==> src/rtl/ahb_pkg.sv <==
// ---------------------------------------------------------------------------
// ahb_pkg
// Purpose : AHB encodings shared by the master interface, the master arbiter
//           and the AHB-to-APB bridge.
// Contents: HTRANS_* transfer-type codes, HRESP_OKAY response code.
// ---------------------------------------------------------------------------
package ahb_pkg;

  localparam logic [1:0] HTRANS_IDLE   = 2'd0;
  localparam logic [1:0] HTRANS_BUSY   = 2'd1;
  localparam logic [1:0] HTRANS_NONSEQ = 2'd2;
  localparam logic [1:0] HTRANS_SEQ    = 2'd3;

  localparam logic [1:0] HRESP_OKAY    = 2'd0;

endpackage

==> src/rtl/ahb_rr_pick.sv <==
// ---------------------------------------------------------------------------
// ahb_rr_pick
// Purpose : Combinational round-robin selector. Searches the request vector
//           starting at i_last+1, wrapping modulo N_MASTERS, and visits i_last
//           itself last.
// Ports   : i_req   - per-master request vector
//           i_last  - index of the current/last owner
//           o_idx   - first requesting index found (i_last when none)
//           o_valid - at least one request was found
// ---------------------------------------------------------------------------
module ahb_rr_pick #(
  parameter int N_MASTERS = 2,
  parameter int IDX_W     = 1
) (
  input  logic [N_MASTERS-1:0] i_req,
  input  logic [IDX_W-1:0]     i_last,
  output logic [IDX_W-1:0]     o_idx,
  output logic                 o_valid
);

  // w_cand[k] is the master visited at search offset k+1 from i_last.
  // One extra bit holds the unwrapped sum, which never exceeds 2*N_MASTERS-1.
  logic [IDX_W:0] w_cand [N_MASTERS];

  generate
    for (genvar gi = 0; gi < N_MASTERS; gi++) begin : g_cand
      logic [IDX_W:0] w_sum;
      assign w_sum = {1'b0, i_last} + (IDX_W+1)'(gi + 1);
      assign w_cand[gi] = (w_sum >= (IDX_W+1)'(N_MASTERS))
                        ? (w_sum - (IDX_W+1)'(N_MASTERS))
                        : w_sum;
    end
  endgenerate

  // Walk from the farthest offset down to the nearest so the nearest
  // requesting master overwrites any earlier hit.
  always_comb begin
    o_idx   = i_last;
    o_valid = 1'b0;
    for (int k = N_MASTERS - 1; k >= 0; k--) begin
      if (i_req[w_cand[k][IDX_W-1:0]]) begin
        o_idx   = w_cand[k][IDX_W-1:0];
        o_valid = 1'b1;
      end
    end
  end

endmodule

==> src/rtl/ahb_master_arbiter.sv <==
// ---------------------------------------------------------------------------
// ahb_master_arbiter
// Purpose : Shares the single AHB slave port of the AHB-to-APB bridge between
//           N_MASTERS masters. Address phase is granted round-robin to one
//           master at a time; the data-phase owner is tracked separately so
//           pipelined write data comes from the master whose address phase
//           was accepted.
// Build option: define ARB_TENURE_EN to add a tenure counter that lets a
//           long-holding owner be preempted at a non-SEQ boundary once it has
//           held the bus for MAX_TENURE-1 cycles while others wait.
// Ports   :
//   Hclk, Hresetn          - clock, synchronous active-low reset
//   m_Hbusreq[N]           - per-master bus request
//   m_Haddr[32N]           - flattened master addresses (master i at [32i+:32])
//   m_Hwdata[32N]          - flattened master write data
//   m_Hwrite[N], m_Htrans[2N], m_Hready_in[N] - per-master control
//   m_Hgrant[N]            - registered one-hot grant
//   Hmaster[IDX_W]         - registered address-phase owner index
//   Haddr/Hwrite/Htrans/Hready_in - address-phase mux to the bridge
//   Hwdata                 - data-phase mux to the bridge
//   Hready_out, Hrdata, Hresp - bridge response, broadcast to all masters
// ---------------------------------------------------------------------------
module ahb_master_arbiter
  import ahb_pkg::*;
#(
  parameter int N_MASTERS  = 2,
  parameter int IDX_W      = 1,
  parameter int MAX_TENURE = 16
) (
  input  logic                   Hclk,
  input  logic                   Hresetn,
  input  logic [N_MASTERS-1:0]   m_Hbusreq,
  input  logic [32*N_MASTERS-1:0] m_Haddr,
  input  logic [32*N_MASTERS-1:0] m_Hwdata,
  input  logic [N_MASTERS-1:0]   m_Hwrite,
  input  logic [2*N_MASTERS-1:0] m_Htrans,
  input  logic [N_MASTERS-1:0]   m_Hready_in,
  output logic [N_MASTERS-1:0]   m_Hgrant,
  output logic [IDX_W-1:0]       Hmaster,
  output logic [31:0]            Haddr,
  output logic [31:0]            Hwdata,
  output logic                   Hwrite,
  output logic [1:0]             Htrans,
  output logic                   Hready_in,
  input  logic                   Hready_out,
  input  logic [31:0]            Hrdata,
  input  logic [1:0]             Hresp
);

  // -------------------------------------------------------------------------
  // Per-master views of the flattened buses
  // -------------------------------------------------------------------------
  logic [31:0] w_addr_arr  [N_MASTERS];
  logic [31:0] w_wdata_arr [N_MASTERS];
  logic [1:0]  w_trans_arr [N_MASTERS];

  generate
    for (genvar gi = 0; gi < N_MASTERS; gi++) begin : g_unpack
      assign w_addr_arr[gi]  = m_Haddr[32*gi +: 32];
      assign w_wdata_arr[gi] = m_Hwdata[32*gi +: 32];
      assign w_trans_arr[gi] = m_Htrans[2*gi +: 2];
    end
  endgenerate

  // -------------------------------------------------------------------------
  // State
  // -------------------------------------------------------------------------
  logic [N_MASTERS-1:0] r_grant;
  logic [IDX_W-1:0]     r_hmaster;
  logic [IDX_W-1:0]     r_hmaster_d;

  // -------------------------------------------------------------------------
  // Arbitration
  // -------------------------------------------------------------------------
  logic [1:0]           w_own_trans;
  logic                 w_own_req;
  logic [IDX_W-1:0]     w_pick_idx;
  logic                 w_pick_valid;
  logic [N_MASTERS-1:0] w_pick_onehot;
  logic                 w_handover_std;
  logic                 w_tenure_hit;
  logic                 w_handover;

  assign w_own_trans = w_trans_arr[r_hmaster];
  assign w_own_req   = m_Hbusreq[r_hmaster];

  ahb_rr_pick #(
    .N_MASTERS (N_MASTERS),
    .IDX_W     (IDX_W)
  ) u_pick (
    .i_req   (m_Hbusreq),
    .i_last  (r_hmaster),
    .o_idx   (w_pick_idx),
    .o_valid (w_pick_valid)
  );

  generate
    for (genvar gi = 0; gi < N_MASTERS; gi++) begin : g_onehot
      assign w_pick_onehot[gi] = (w_pick_idx == IDX_W'(gi));
    end
  endgenerate

  // The owner may only be replaced when its current address phase completes
  // (Hready_out=1) and it is not in the middle of a transfer it still wants.
  assign w_handover_std = Hready_out &&
                          ((w_own_trans == HTRANS_IDLE) || !w_own_req);

`ifdef ARB_TENURE_EN
  localparam int TEN_W = $clog2(MAX_TENURE + 1);

  logic [TEN_W-1:0]     r_tenure;
  logic [N_MASTERS-1:0] w_other_reqs;
  logic                 w_others_req;
  logic                 w_switch;

  assign w_other_reqs = m_Hbusreq & ~r_grant;
  assign w_others_req = |w_other_reqs;

  // Once tenure is used up, any completed non-SEQ beat is a legal cut point;
  // SEQ beats stay protected so a burst is never split mid-way.
  assign w_tenure_hit = (r_tenure >= TEN_W'(MAX_TENURE - 1)) && Hready_out &&
                        (w_own_trans != HTRANS_SEQ);

  // Only a handover that actually moves the grant resets the tenure count;
  // re-picking the same owner is a park, not a change of ownership.
  assign w_switch = w_handover && w_pick_valid && (w_pick_idx != r_hmaster);

  always_ff @(posedge Hclk) begin
    if (!Hresetn) begin
      r_tenure <= '0;
    end else if (w_switch) begin
      r_tenure <= '0;
    end else if (w_others_req && (r_tenure != TEN_W'(MAX_TENURE))) begin
      r_tenure <= r_tenure + TEN_W'(1);
    end
  end
`else
  localparam int UNUSED_MAX_TENURE = MAX_TENURE;

  assign w_tenure_hit = 1'b0;
`endif

  assign w_handover = w_handover_std || w_tenure_hit;

  // -------------------------------------------------------------------------
  // Grant / owner registers
  // -------------------------------------------------------------------------
  always_ff @(posedge Hclk) begin
    if (!Hresetn) begin
      r_grant     <= N_MASTERS'(1);
      r_hmaster   <= '0;
      r_hmaster_d <= '0;
    end else begin
      // No requester at a handover point: grant parks on the current owner.
      if (w_handover && w_pick_valid) begin
        r_grant   <= w_pick_onehot;
        r_hmaster <= w_pick_idx;
      end
      // The address phase accepted on this edge belongs to r_hmaster; its
      // data phase follows on the next cycle.
      if (Hready_out) begin
        r_hmaster_d <= r_hmaster;
      end
    end
  end

  // -------------------------------------------------------------------------
  // Muxes to the bridge
  // -------------------------------------------------------------------------
  assign m_Hgrant  = r_grant;
  assign Hmaster   = r_hmaster;
  assign Haddr     = w_addr_arr[r_hmaster];
  assign Hwrite    = m_Hwrite[r_hmaster];
  assign Htrans    = w_trans_arr[r_hmaster];
  assign Hready_in = m_Hready_in[r_hmaster];
  assign Hwdata    = w_wdata_arr[r_hmaster_d];

  // Read data and response go straight from the bridge to every master;
  // the arbiter never inspects them.
  logic w_unused_bcast;
  assign w_unused_bcast = ^{Hrdata, Hresp};

endmodule
==> config.mk <==
export PLATFORM = sky130hd
export DESIGN_NAME = ahb_master_arbiter
export DESIGN_NICKNAME = d
export VERILOG_FILES = /design/src/rtl/ahb_pkg.sv /design/src/rtl/ahb_rr_pick.sv /design/src/rtl/ahb_master_arbiter.sv
export SDC_FILE = /design/constraint.sdc
export NUM_CORES = 1
export LEC_CHECK = 0
export CAP_MARGIN = 15
export CORE_AREA = 3 3 95 97
export CTS_BUF_LIST = sky130_fd_sc_hd__clkbuf_4
export DETAILED_ROUTE_END_ITERATION = 6
export DIE_AREA = 0 0 98 100
export SYNTH_ARGS = -nofsm -noshare
export SYNTH_HDL_FRONTEND = slang
export SYNTH_SLANG_ARGS = --single-unit
export TNS_END_PERCENT = 5
==> constraint.sdc <==
create_clock -name Hclk -period 1.85 [get_ports Hclk]
set_clock_uncertainty 0.05 [all_clocks]
set_input_delay 0.185 -clock Hclk [delete_from_list [all_inputs] [get_ports Hclk]]
set_output_delay 0.185 -clock Hclk [all_outputs]
set_load 0.05 [all_outputs]
======== After elaboration in Yosys (flattened, before gate mapping) ========
Cells that the tools add are included.
word-level totals
  register bits ........................... 4
  output and inout bits ................... 71
  input bits .............................. 175
cells by class
  reduce and logical (&&, ||, !) cells .... 5
  add/subtract/negate cells ............... 4
  mux-type cells .......................... 25
  order comparisons ....................... 7
  bitwise logic cells ..................... 3
operators by type and width
  kind                                                                           count
  32-bit two-way mux                                                             6
  1-bit two-way mux                                                              16
  2-bit >= comparator (second input constant)                                    4
  1-bit by 2-bit less-than comparator with 1-bit output (second input constant)  3
  2-bit two-way mux                                                              3
  1-bit inverter with 2-bit output                                               2
  1-bit by 1-bit adder with 2-bit output (second input constant)                 1
  1-bit by 2-bit adder with 2-bit output (second input constant)                 1
  1-bit logical AND                                                              2
  2-bit logical NOT                                                              1
  1-bit subtractor (second input constant)                                       2
  1-bit logical NOT                                                              1
  1-bit logical OR                                                               1
  1-bit inverter                                                                 1

======== Depth between registers and ports, before layout ========
  word-level depth ........................ 8
  depth in mapped cells ................... 4

======== Cells and area by module ========
From an unflattened synthesis, not the netlist that was laid out.
second synthesis, totals
  cells, all modules ...................... 96
  area total of the unflattened synthesis .. 1,007.2 sq um
modules (own cells, without submodules)
  module              cells each  area each (sq um)  times used  sequential area each (sq um)
  ahb_master_arbiter  93          987.2              1           60.1
  ahb_rr_pick         3           20.0               1           0.0

======== Least setup slack after synthesis ========
OpenSTA, ideal clock, no wires.
  path type ............................... flip-flop to output port
  from .................................... register, netlist name m_Hgrant[1]
  to ...................................... output Haddr[14]
  slack ................................... -0.040 ns
  data arrival time ....................... 1.655 ns
  data required time ...................... 1.615 ns
  stages on the path, launching flop included .. 4
  path through ............................ dfxtp_1 buf_4 buf_2 mux2_2
RTL lines
  what           line                      RTL
  end, declared  ahb_master_arbiter.sv:40  output logic [31:0] Haddr,

==> run_results.csv <==
group,metric,value,unit
global_routing,grt-ovfl-total,0,
final_layout,fillerInstances,790,
worst_setup_path,cp_data_required_time,1.62,ns
worst_setup_path,cpMaxStageDelayCell,"dfxtp_2",
yosys,ys.flop_type,"dfxtp_1",
worst_setup_path,cp_cell_sequence,"buf_4 > mux2_2 > buf_4",
power,p_int,0.000778,W
worst_setup_path,cp-end-kind,"output pin",
routing,first_pass_iters,4,
worst_setup_path,cp_num_buf_inv,2,
power,comb_power_share,85.5,%
yosys,yosys.area.top_type,"mux2_2",
clock_network,numClockSinks,3,
power,peakVddDrop,182,uV
die,core_area,0.00822,mm2
die,initial_core_util,12.0,%
yosys,synth_nets,271,
yosys,ys_warn_count,0,
clock_network,clock_latency,0.22,ns
place,dpl-instance-area,0.00347,mm2
timing,worstMarginPinSlew,0.360,ns
place,gp_congestion,0.715,
timing,setup_tns,0,ns
timing,max_clock_freq,582,MHz
clock_network,cts_buffers,3,
yosys,ys_ff_latch,3,
routing,wl_per_cell,14.2,um
routing,ant_nets,0,
timing,hold_violations,0,
global_routing,grt_pass1_wl,8640,um
worst_setup_path,r2r_cells,3,
clock_network,clk_pin_slew,0.04,ns
clock_network,cts_tree,"done",
worst_setup_path,critPathCapture,"Haddr[10]",
global_routing,first_global_vias,1764,
yosys,synth_edf_count,0,
worst_setup_path,cp.depth,3,
timing,relSlewSlack,75.7,%
clock_network,cts-root-buf,"clkbuf_4",
worst_setup_path,setup.worst_path.start,"m_Hgrant[1]",
worst_setup_path,r2r_start,"m_Hgrant[1]",
yosys,ys_top_cells_by_count,"68 x mux2_2, 5 x buf_2, 3 x buf_4, 3 x dfxtp_1, 3 x inv_1",
clock_network,cts-resized-gates,0,
die,die_x,98,um
global_routing,track_usage,10.9,%
die,io_pins,246,
worst_setup_path,cpPeakStageDelay,0.45,ns
final_layout,final_cells,410,
clock_network,cts-htree-levels,1,
place,dp_cells,406,
yosys,syn_area,982,um2
final_layout,n_antenna_cell,0,
final_layout,regArea,61.3,um2
die,die_area,0.00980,mm2
flow_run,drv_cap,0,
yosys,seq_area_frac_synth,6.11,%
yosys,synth.area.top_cells,"mux2_2 78%, dfxtp_1 6.1%, buf_2 2.5%",
worst_setup_path,crit_top_cell,"buf_4",
power,p_total,0.00137,W
worst_setup_path,crit_family,"flip-flops",
worst_setup_path,r2r_slack,0.46,ns
timing,drv_slew,0,
clock_network,hold_buffers,0,
yosys,syn_area_per_cell,10.2,um2
timing,period_needed,1.72,ns
power,clkPwrFrac,9.1,%
routing,first_iter_violations,23,
clock_network,clockBufferDepth,2,
place,place_hpwl,5320,um
global_routing,antenna_found_initial,0,
power,seq_power_share,5.4,%
clock_network,cts_setup_buffers,0,
timing,setup_viol,0,
yosys,ys_types,18,
power,power-per-cell-area,391,mW/mm2
yosys,synthCells,96,
worst_setup_path,worstPathArrival,1.48,ns
final_layout,drive_gt1_share,48.2,%
timing,rsz0062_at_grt,"no",
die,die_h,100,um
yosys,synth.most_common_cell,"mux2_2",
power,p_leak,1.40,nW
yosys,synthArstFlopShare,0,%
routing,drc,0,
global_routing,grt_max_degree,33,
worst_setup_path,reg2reg_to,"m_Hgrant[0]",
worst_setup_path,critical_path_class,"reg2out",
yosys,synth_top_area_share,78.0,%
place,io_buffers,211,
status,status,"finished, final reports clean",
min_path,hold_path.class,"in2reg",
final_layout,design_area,0.00350,mm2
final_layout,multi_input_area,860,um2
worst_setup_path,critPathLaunchType,"flip-flop",
routing,vias,1634,
final_layout,final_nets,481,
power,switchingPower,0.000592,W
routing,finalWirelength,5820,um
routing,post_drt_via_cell_ratio,3.99,
power,p_sw_share,43.2,%
worst_setup_path,path_max_fanout,12,
final_layout,area_delta_synth_final,256,%
timing,hold_slack,0.457,ns
die,std_cell_rows,33,
timing,post-route-period-util,92.9,%
[power groups by stage]
| stage | logic [W] | clock network [W] | registers, W |
|---|---|---|---|
| after floorplan | 0.000544 | 0 | 0.0000802 |
| after global placement | 0.00117 | 0 | 0.0000747 |
| after detailed placement | 0.00118 | 0 | 0.0000748 |
| after CTS | 0.00118 | 0.000130 | 0.0000738 |
| after global routing | 0.00122 | 0.000139 | 0.0000743 |
| final | 0.00117 | 0.000125 | 0.0000738 |
[worst min-delay path by stage]
| stage | slack, ns | to | cells after the start | start |
|---|---|---|---|---|
| floorplan | 0.23 | m_Hgrant[0] | 1 | Hresetn |
| global placement | 0.49 | m_Hgrant[0] | 2 | m_Hgrant[0] |
| detailed placement | 0.49 | r_hmaster_d | 2 | r_hmaster_d |
| CTS | 0.46 | m_Hgrant[0] | 2 | Hresetn |
| global route | 0.47 | m_Hgrant[0] | 2 | Hresetn |
| finish | 0.46 | m_Hgrant[0] | 2 | Hresetn |
[logic make-up (layout without fill, tap and decap cells)]
group	after synthesis	after routing	share of synthesized area [%]
mux	69	69	79.0
simple gates	6	6	3.57
compound gates	6	6	4.97
buf+inv	12	221	6.37
flops	3	3	6.11
[worst reg2reg max path, delay by kind of cell, from the launching register on]
| family | cells | cell delay [ns] |
|---|---|---|
| and+or+nand+nor | 2 | 0.61 |
| DFF | 1 | 0.45 |
| AOI/OAI and AO/OA | 1 | 0.22 |
[routing by layer]
| layer | part of all wire [%] | vias to the layer above | global-route usage, % | wire length, um |
|---|---|---|---|---|
| met5 | 0 | - | 0 | 0 |
| met4 | 0.79 | 0 | 1.60 | 46 |
| met3 | 14 | 4 | 4.73 | 798 |
| met2 | 51 | 140 | 21.0 | 2960 |
| met1 | 35 | 710 | 11.2 | 2020 |
| li1 | - | 780 | - | - |
[registers in the layout, summed over array words and instances, names as in the netlist]
register,cells
m_Hgrant,2
r_hmaster_d,1
[cell usage in the layout (no fill, tap or decap)]
cell	instances
inv_1	3
clkdlybuf4s50_1	140
dfxtp_1	2
mux2i_1	1
a21boi_0	1
buf_12	36
o211ai_1	1
o21ba_1	1
a31oi_1	1
a221oi_1	1
clkbuf_4	4
dfxtp_2	1
or4b_1	1
mux2_2	68
nand3_1	1
nor2_1	1
o311ai_0	1
nand4b_1	1
buf_4	38
nand2_1	2
[layout make-up]
cell class / instances / area share, %
inverters: 3 / 0.322
well taps: 105 / 3.75
clock buffers: 4 / 0.858
multi-input cells: 81 / 24.6
repair buffers: 214 / 68.8
flip-flops and latches: 3 / 1.75
[stage by stage]
stage               utilization (%)  worst slack (ns)
global placement               42.2             0.314
floorplan                         -             0.181
finish                         42.6             0.132
CTS                            42.6             0.117
detailed placement             42.2             0.298
global route                   42.6            0.0714
Power figures use the tool's default switching activity.
